==> src/rtl/aes_cbc_unchain.sv <==
// aes_cbc_unchain
//   Downstream stage of the iterative AES decrypt core. Each inverse-cipher
//   result is XORed with the chaining value to recover the plaintext:
//     - the chaining value is the previous ciphertext block, or the IV for
//       the first block of a chain.
//   Plaintext blocks are buffered in a small FIFO and then serialised
//   MSB-first as OUT_W-bit words.
//
//   Optional feature: define AES_UNCHAIN_ECB_EN to add the ecb_mode input.
//   While ecb_mode=1 the XOR is bypassed. prev_ct still tracks every
//   accepted ciphertext block, so returning to CBC continues the chain.
//
// Parameters
//   OUT_W  output word width (8,16,32,64,128); W = 128/OUT_W words per block
//   DEPTH  plaintext FIFO depth in blocks (power of 2, >= 2)
//
// Ports
//   clk, rst_n            rising-edge clock, asynchronous active-low reset
//   iv_load, iv           load iv into the chaining register (restart chain)
//   ecb_mode              (AES_UNCHAIN_ECB_EN only) skip the CBC XOR
//   dec_valid, dec_ready  input handshake for dec_block / ct_block
//   dec_block, ct_block   inverse-cipher output and the ciphertext behind it
//   out_valid, out_ready  output word handshake
//   out_data              plaintext word, block bits [127:128-OUT_W] first
//   out_last              marks the final word of a block
module aes_cbc_unchain #(
  parameter int OUT_W = 32,
  parameter int DEPTH = 2
) (
  input  logic             clk,
  input  logic             rst_n,
  input  logic             iv_load,
  input  logic [127:0]     iv,
`ifdef AES_UNCHAIN_ECB_EN
  input  logic             ecb_mode,
`endif
  input  logic             dec_valid,
  output logic             dec_ready,
  input  logic [127:0]     dec_block,
  input  logic [127:0]     ct_block,
  output logic             out_valid,
  input  logic             out_ready,
  output logic [OUT_W-1:0] out_data,
  output logic             out_last
);

  localparam int W    = 128 / OUT_W;
  localparam int IDXW = (W > 1) ? $clog2(W) : 1;
  localparam int PW   = $clog2(DEPTH);
  localparam int CW   = PW + 1;

  logic [127:0]    prev_ct_r;
  logic [127:0]    mem_r [DEPTH];
  logic [PW-1:0]   wptr_r;
  logic [PW-1:0]   rptr_r;
  logic [CW-1:0]   count_r;
  logic [IDXW-1:0] idx_r;

  logic            accept_s;
  logic            xfer_s;
  logic            pop_s;
  logic            last_s;
  logic [127:0]    chain_s;
  logic [127:0]    push_data_s;
  logic [127:0]    head_s;

  // Handshake qualifiers and the unchained plaintext block.
  always_comb begin
    dec_ready = (count_r != CW'(DEPTH));
    out_valid = (count_r != {CW{1'b0}});
    accept_s  = dec_valid && dec_ready;
    chain_s   = iv_load ? iv : prev_ct_r;
`ifdef AES_UNCHAIN_ECB_EN
    if (ecb_mode) begin
      push_data_s = dec_block;
    end else begin
      push_data_s = dec_block ^ chain_s;
    end
`else
    push_data_s = dec_block ^ chain_s;
`endif
    head_s    = mem_r[rptr_r];
    last_s    = (idx_r == IDXW'(W - 1));
    xfer_s    = out_valid && out_ready;
    pop_s     = xfer_s && last_s;
  end

  // Serialiser view of the FIFO head; gated so an empty FIFO drives zeros.
  always_comb begin
    if (out_valid) begin
      out_data = head_s[127 - 32'(idx_r) * OUT_W -: OUT_W];
      out_last = last_s;
    end else begin
      out_data = {OUT_W{1'b0}};
      out_last = 1'b0;
    end
  end

  // Chaining register: an accept takes ct_block even when iv_load is also high,
  // because the iv has already been consumed by that block's XOR.
  always_ff @(posedge clk or negedge rst_n) begin
    if (!rst_n) begin
      prev_ct_r <= 128'd0;
    end else if (accept_s) begin
      prev_ct_r <= ct_block;
    end else if (iv_load) begin
      prev_ct_r <= iv;
    end else begin
      prev_ct_r <= prev_ct_r;
    end
  end

  // FIFO storage; contents need no reset since reads are qualified by count_r.
  always_ff @(posedge clk) begin
    if (accept_s) begin
      mem_r[wptr_r] <= push_data_s;
    end
  end

  // FIFO pointers and occupancy.
  always_ff @(posedge clk or negedge rst_n) begin
    if (!rst_n) begin
      wptr_r  <= {PW{1'b0}};
      rptr_r  <= {PW{1'b0}};
      count_r <= {CW{1'b0}};
    end else begin
      if (accept_s) begin
        wptr_r <= wptr_r + PW'(1);
      end
      if (pop_s) begin
        rptr_r <= rptr_r + PW'(1);
      end
      case ({accept_s, pop_s})
        2'b10:   count_r <= count_r + CW'(1);
        2'b01:   count_r <= count_r - CW'(1);
        default: count_r <= count_r;
      endcase
    end
  end

  // Word index within the head block; wraps to 0 on the last word.
  always_ff @(posedge clk or negedge rst_n) begin
    if (!rst_n) begin
      idx_r <= {IDXW{1'b0}};
    end else if (xfer_s) begin
      if (last_s) begin
        idx_r <= {IDXW{1'b0}};
      end else begin
        idx_r <= idx_r + IDXW'(1);
      end
    end else begin
      idx_r <= idx_r;
    end
  end

endmodule

==> config.mk <==
export PLATFORM = sky130hd
export DESIGN_NAME = aes_cbc_unchain
export DESIGN_NICKNAME = d
export VERILOG_FILES = /design/src/rtl/aes_cbc_unchain.sv
export SDC_FILE = /design/constraint.sdc
export NUM_CORES = 1
export LEC_CHECK = 0
export ABC_AREA = 1
export CAP_MARGIN = 20
export CORE_ASPECT_RATIO = 0.6
export CORE_UTILIZATION = 35
export DETAILED_ROUTE_END_ITERATION = 12
export GPL_ROUTABILITY_DRIVEN = 0
export SYNTH_ARGS = -nofsm -noshare
export SYNTH_HDL_FRONTEND = slang
export SYNTH_SLANG_ARGS = --single-unit
==> constraint.sdc <==
create_clock -name clk -period 10.5 [get_ports clk]
set_clock_uncertainty 0.2 [all_clocks]
set_input_delay 2.1 -clock clk [delete_from_list [all_inputs] [get_ports clk]]
set_output_delay 2.1 -clock clk [all_outputs]
set_load 0.02 [all_outputs]
## After elaboration in Yosys (flattened, before gate mapping)

Memories as Yosys holds them, arrays and structs flattened.
Cells that the tools add are included.

- ROM bits: 0
- Latch bits: 0
- Bits in registers: 134
- Word-level logic and storage cells: 31
- Input bits: 389
- Memories kept: 1
- Memory bits (writable): 256

Memories:

| memory | words | width | rd ports | clocked after Yosys merged registers in | write ports | RTL line | text |
|---|---|---|---|---|---|---|---|
| mem_r | 2 | 128 | 1 | 0 | 1 | 53 | `logic [127:0] mem_r [DEPTH];` |

- Shift-type cells: 1
- Order comparisons: 0
- Divide/modulo/power cells: 0
- Multiplexer cells: 8
- Reduce and logical (&&, ||, !) cells: 5
- Multipliers: 0
- Add/subtract/negate cells: 6
- Bitwise operators: 1
- Equal/unequal tests: 4

Operators by type and width:

| kind | number |
|---|---|
| 128-bit 2-to-1 mux | 2 |
| 159-bit by 33-bit variable part select with 32-bit output | 1 |
| 128-bit XOR | 1 |
| 32-bit 2-to-1 mux | 1 |
| 7-bit by 7-bit subtractor with 8-bit output (first input constant) | 1 |
| 2-bit by 1-bit adder with 2-bit output (second input constant) | 2 |
| 2-bit equality test (second input constant) | 2 |
| 2-bit case mux with 2 select lines | 1 |
| 2-bit nonzero test | 2 |
| 1-bit logical AND | 3 |
| 1-bit 2-to-1 mux | 3 |
| 1-bit adder (second input constant) | 2 |
| 2-bit by 1-bit equality test with 1-bit output (second input constant) | 1 |
| 2-bit 2-to-1 mux | 1 |
| 2-bit inequality test (second input constant) | 1 |
| 2-bit by 1-bit subtractor with 2-bit output (second input constant) | 1 |

## Depth between registers and ports, before layout

- Word-level depth: 5
- Mapped depth: 8
- Mapped depth without buffers: 8

## Worst setup path after synthesis

OpenSTA, ideal clock, no wires.

- Path kind: in2reg
- From: in dec_valid
- To: mem mem_r[0][0] (enable)
- Required time: 9.683 ns
- Cell stages on the path: 3
- Library setup time: 0.617 ns
- Arrival time: 7.732 ns
- Slack: 1.951 ns
- Path through: nand2_1 buf_1 nor2_1

- Cells in the longest elaborated chain, start to end: 3

RTL lines:

| what | RTL line | text |
|---|---|---|
| from (decl) | 37 | `input logic dec_valid,` |
| 1-bit logical AND | 71 | `accept_s = dec_valid && dec_ready;` |
| 1-bit 2-to-1 mux | 115 | `if (accept_s) begin` |
| 1-bit 2-to-1 mux (not written as such) | 116 | `mem_r[wptr_r] <= push_data_s;` |
| to (decl) | 53 |  |

Every way passes these cells.

## Final worst setup path

- From: reg rptr_r
- To: out out_data[11]

- Cells in the longest elaborated chain, start to end: 3

RTL lines:

| what | RTL line | text |
|---|---|---|
| from (decl) | 55 | `logic [PW-1:0] rptr_r;` |
| from (signal assigned) | 124 | `rptr_r <= {PW{1'b0}};` |
| from (signal assigned) | 131 | `rptr_r <= rptr_r + PW'(1);` |
| memory 2 x 128 bit | n/a |  |
| 159-bit by 33-bit variable part select with 32-bit output | 91 | `out_data = head_s[127 - 32'(idx_r) * OUT_W -: OUT_W];` |
| 32-bit 2-to-1 mux | 90 | `if (out_valid) begin` |
| to (decl) | 43 | `output logic [OUT_W-1:0] out_data,` |

Every way passes these cells.

==> results.py <==
metrics = {
    "run_status": {
        "status": "completed",
    },
    "grt": {
        "antenna_found_initial": 12,
        "grt_pass1_vias": 15100,
        "grt_remaining_overflow": 0,
        "grt_pass1_wl_mm": 89.5,
        "grtUsageTotal": 0.210,
        "grt_max_degree": 125,
    },
    "cts": {
        "insertion_delay_ns": 0.56,
        "clk_path_buf_depth": 3,
        "ctsHoldBuffers": 0,
        "cts_tree": "done",
        "cts_resized": 0,
        "cts_inserted_buffers": 40,
        "cts.sinks": 390,
        "clk_pin_slew_worst_paths_ns": 0.07,
        "cts_setup_buffers": 0,
        "htree_num_levels": 2,
        "root_buffer": "clkbuf_16",
    },
    "floorplan": {
        "io_pins": 424,
        "rows": 66,
        "initial_core_util": 0.357,
        "die_w_um": 307,
        "die_area_um2": 56700,
        "core-area_um2": 54600,
        "fp.dieH_um": 185,
    },
    "final_layout": {
        "stdcell_area_um2": 25600,
        "area_delta_synth_final_pct": 31.2,
        "drive_above_1_share": 0.0521,
        "fin_nets": 2988,
        "finalNonFillerCells": 3378,
        "fillers": 5232,
        "finish.utilization": 0.468,
    },
    "power": {
        "power_leakage_nw": 11.9,
        "swShare": 0.391,
        "seqPwrFrac": 0.368,
        "total_power_mw": 6.26,
        "power_density_nw_per_um2": 245,
        "combPwrFrac": 0.400,
        "ir_drop_v": 0.000168,
        "clock_power_share": 0.231,
        "power_switching_mw": 2.45,
        "internal_power_mw": 3.81,
    },
    "setup_path": {
        "end_kind": "output port",
        "crit_type": "reg2out",
        "setup.worst_path.start_class": "flop",
        "worstPathRequired_ns": 8.20,
        "path_max_fanout": 75,
        "cp.arrival_ns": 3.77,
    },
    "yosys": {
        "synth_nets": 2629,
        "ys_ff_latch": 390,
        "avgSynthCellArea_um2": 8.71,
        "synth_cells": 2238,
        "yosysWarnings": 0,
        "syn_area_um2": 19500,
        "ys_seq_area_frac": 0.566,
        "synth_cell_types": 21,
    },
    "placement": {
        "dp_hpwl_mm": 42.5,
        "place_area_um2": 24200,
        "portBuffers": 423,
        "pre_cts_ws_ns": 4.62,
        "placedCellCount": 3303,
    },
    "sta": {
        "hold_viol_final": 0,
        "fin_crit_ns": 6.07,
        "tightest_slew_ns": 1.10,
        "hold_slack_ns": 0.352,
        "slew_violations": 0,
        "postLayoutSetupSlackWorst_ns": 4.43,
        "timing.fmax_mhz": 165,
        "rsz0062_at_grt": "false",
        "slew-limit-headroom": 0.266,
        "finalSetupViolCount": 0,
        "fin_crit_sh": 0.578,
        "fin_setup_tns_ns": 0,
    },
    "job": {
        "max_cap_violations": 0,
    },
    "routing": {
        "routed_wl_mm": 60.1,
        "dr.first_iter.drc_count": 1445,
        "dr.pass1.iters": 6,
        "vias": 15700,
        "wl_per_cell_um": 17.8,
        "via_per_inst": 4.66,
        "drc": 0,
        "antenna_left": 0,
    },
    "min_path": {
        "hp-class": "reg2reg",
    },
}
-- synthesized netlist by cell type --
| cell type | n | area share |
|---|---|---|
| nand2_1 | 699 | 0.13 |
| xor2_1 | 129 | 0.058 |
| buf_8 | 1 | 0.00077 |
| o21ai_1 | 8 | 0.0021 |
| clkbuf_1 | 49 | 0.0094 |
| o21ai_2 | 40 | 0.018 |
| edfxtp_1 | 256 | 0.39 |
| clkbuf_2 | 4 | 0.0010 |
| buf_1 | 15 | 0.0029 |
| dfrtp_1 | 134 | 0.17 |
| nand3_1 | 289 | 0.074 |
| xnor2_1 | 2 | 0.00090 |
| nor2_1 | 70 | 0.013 |
| o21ai_0 | 83 | 0.021 |
| buf_4 | 9 | 0.0035 |
| buf_2 | 38 | 0.0098 |
| a21oi_1 | 2 | 0.00051 |
| inv_1 | 392 | 0.075 |
| nand2_2 | 10 | 0.0032 |
| buf_6 | 6 | 0.0035 |
| ha_1 | 2 | 0.0013 |
-- final cells by class --
type / count / area, um2 / area share
antenna: 1 / 2.50 / 0.0000979
inverter: 392 / 1470 / 0.0576
sequential: 390 / 11000 / 0.432
timing repair buffer: 439 / 4380 / 0.171
clock inverter: 21 / 240 / 0.00940
multi-input combinational: 1334 / 6410 / 0.251
tap: 748 / 936 / 0.0366
clock buffer: 53 / 1080 / 0.0422
-- logic make-up after synthesis --
| logic type | count (synthesis) | synth area share |
|---|---|---|
| buffers and inverters | 514 | 0.106 |
| xor gates and xnor gates | 131 | 0.0588 |
| AOI/OAI and AO/OA | 133 | 0.0418 |
| and+or+nand+nor | 1068 | 0.225 |
| DFF | 390 | 0.566 |
| adders and majority gates | 2 | 0.00128 |
-- metal layers --
layer	wire length, um	vias up	GRT usage
met5	0	-	0
met2	26200	562	0.319
met1	27300	7419	0.306
li1	-	7681	-
met3	5470	74	0.0468
met4	1190	0	0.0464
-- critical path, stage by stage (launching register included) --
cell and delay [ns]:
dfrtp_4 0.71, inv_4 0.54, buf_4 0.77, nand2_1 0.12, nand3_1 0.12, nand2_1 0.07, nor2_1 0.18, nor2_1 0.11
clkdlybuf4s50_1 0.55
-- placed cells by master (no fill, tap or decap), drive strengths merged --
cell and count:
nand2 709, clkdlybuf4s50 420, inv 393, nand3 289, edfxtp 256, dfrtp 134, o21ai 131, xor2 129
nor2 70, clkbuf 54, buf 18, clkinv 15, bufinv 4, xnor2 2, a21oi 2, ha 2
diode 1, clkinvlp 1
-- worst paths after layout --
check                                 from            end  slack, ns  cells past startpoint
worst min-delay path            count_r[1]     count_r[1]       0.35                      1
worst max register to register  count_r[0]   mem_r[0][15]       6.18                      6
max in group asynchronous            rst_n         rptr_r       7.17                      2
min in group asynchronous            rst_n  prev_ct_r[79]       1.34                      1
worst max-delay path                rptr_r   out_data[11]       4.43                      8
worst min register to register  count_r[1]     count_r[1]       0.35                      1
-- power groups by stage --
stage          Combinational (mW)  Clock [mW]  Sequential [mW]
4_1_cts                      2.53        1.49             2.31
3_5_place_dp                 2.52           0             2.34
5_1_grt                      2.76        1.54             2.35
6_report                     2.51        1.45             2.31
2_1_floorplan                1.51           0             2.31
3_3_place_gp                 2.49           0             2.32
-- flip-flops by register name, indices dropped and copies added (netlist names) --
signal and cells:
rptr_r 1, wptr_r 1, idx_r 2, prev_ct_r 128, count_r 2, mem_r 256
Note: power is estimated with default switching activity, not from simulation.
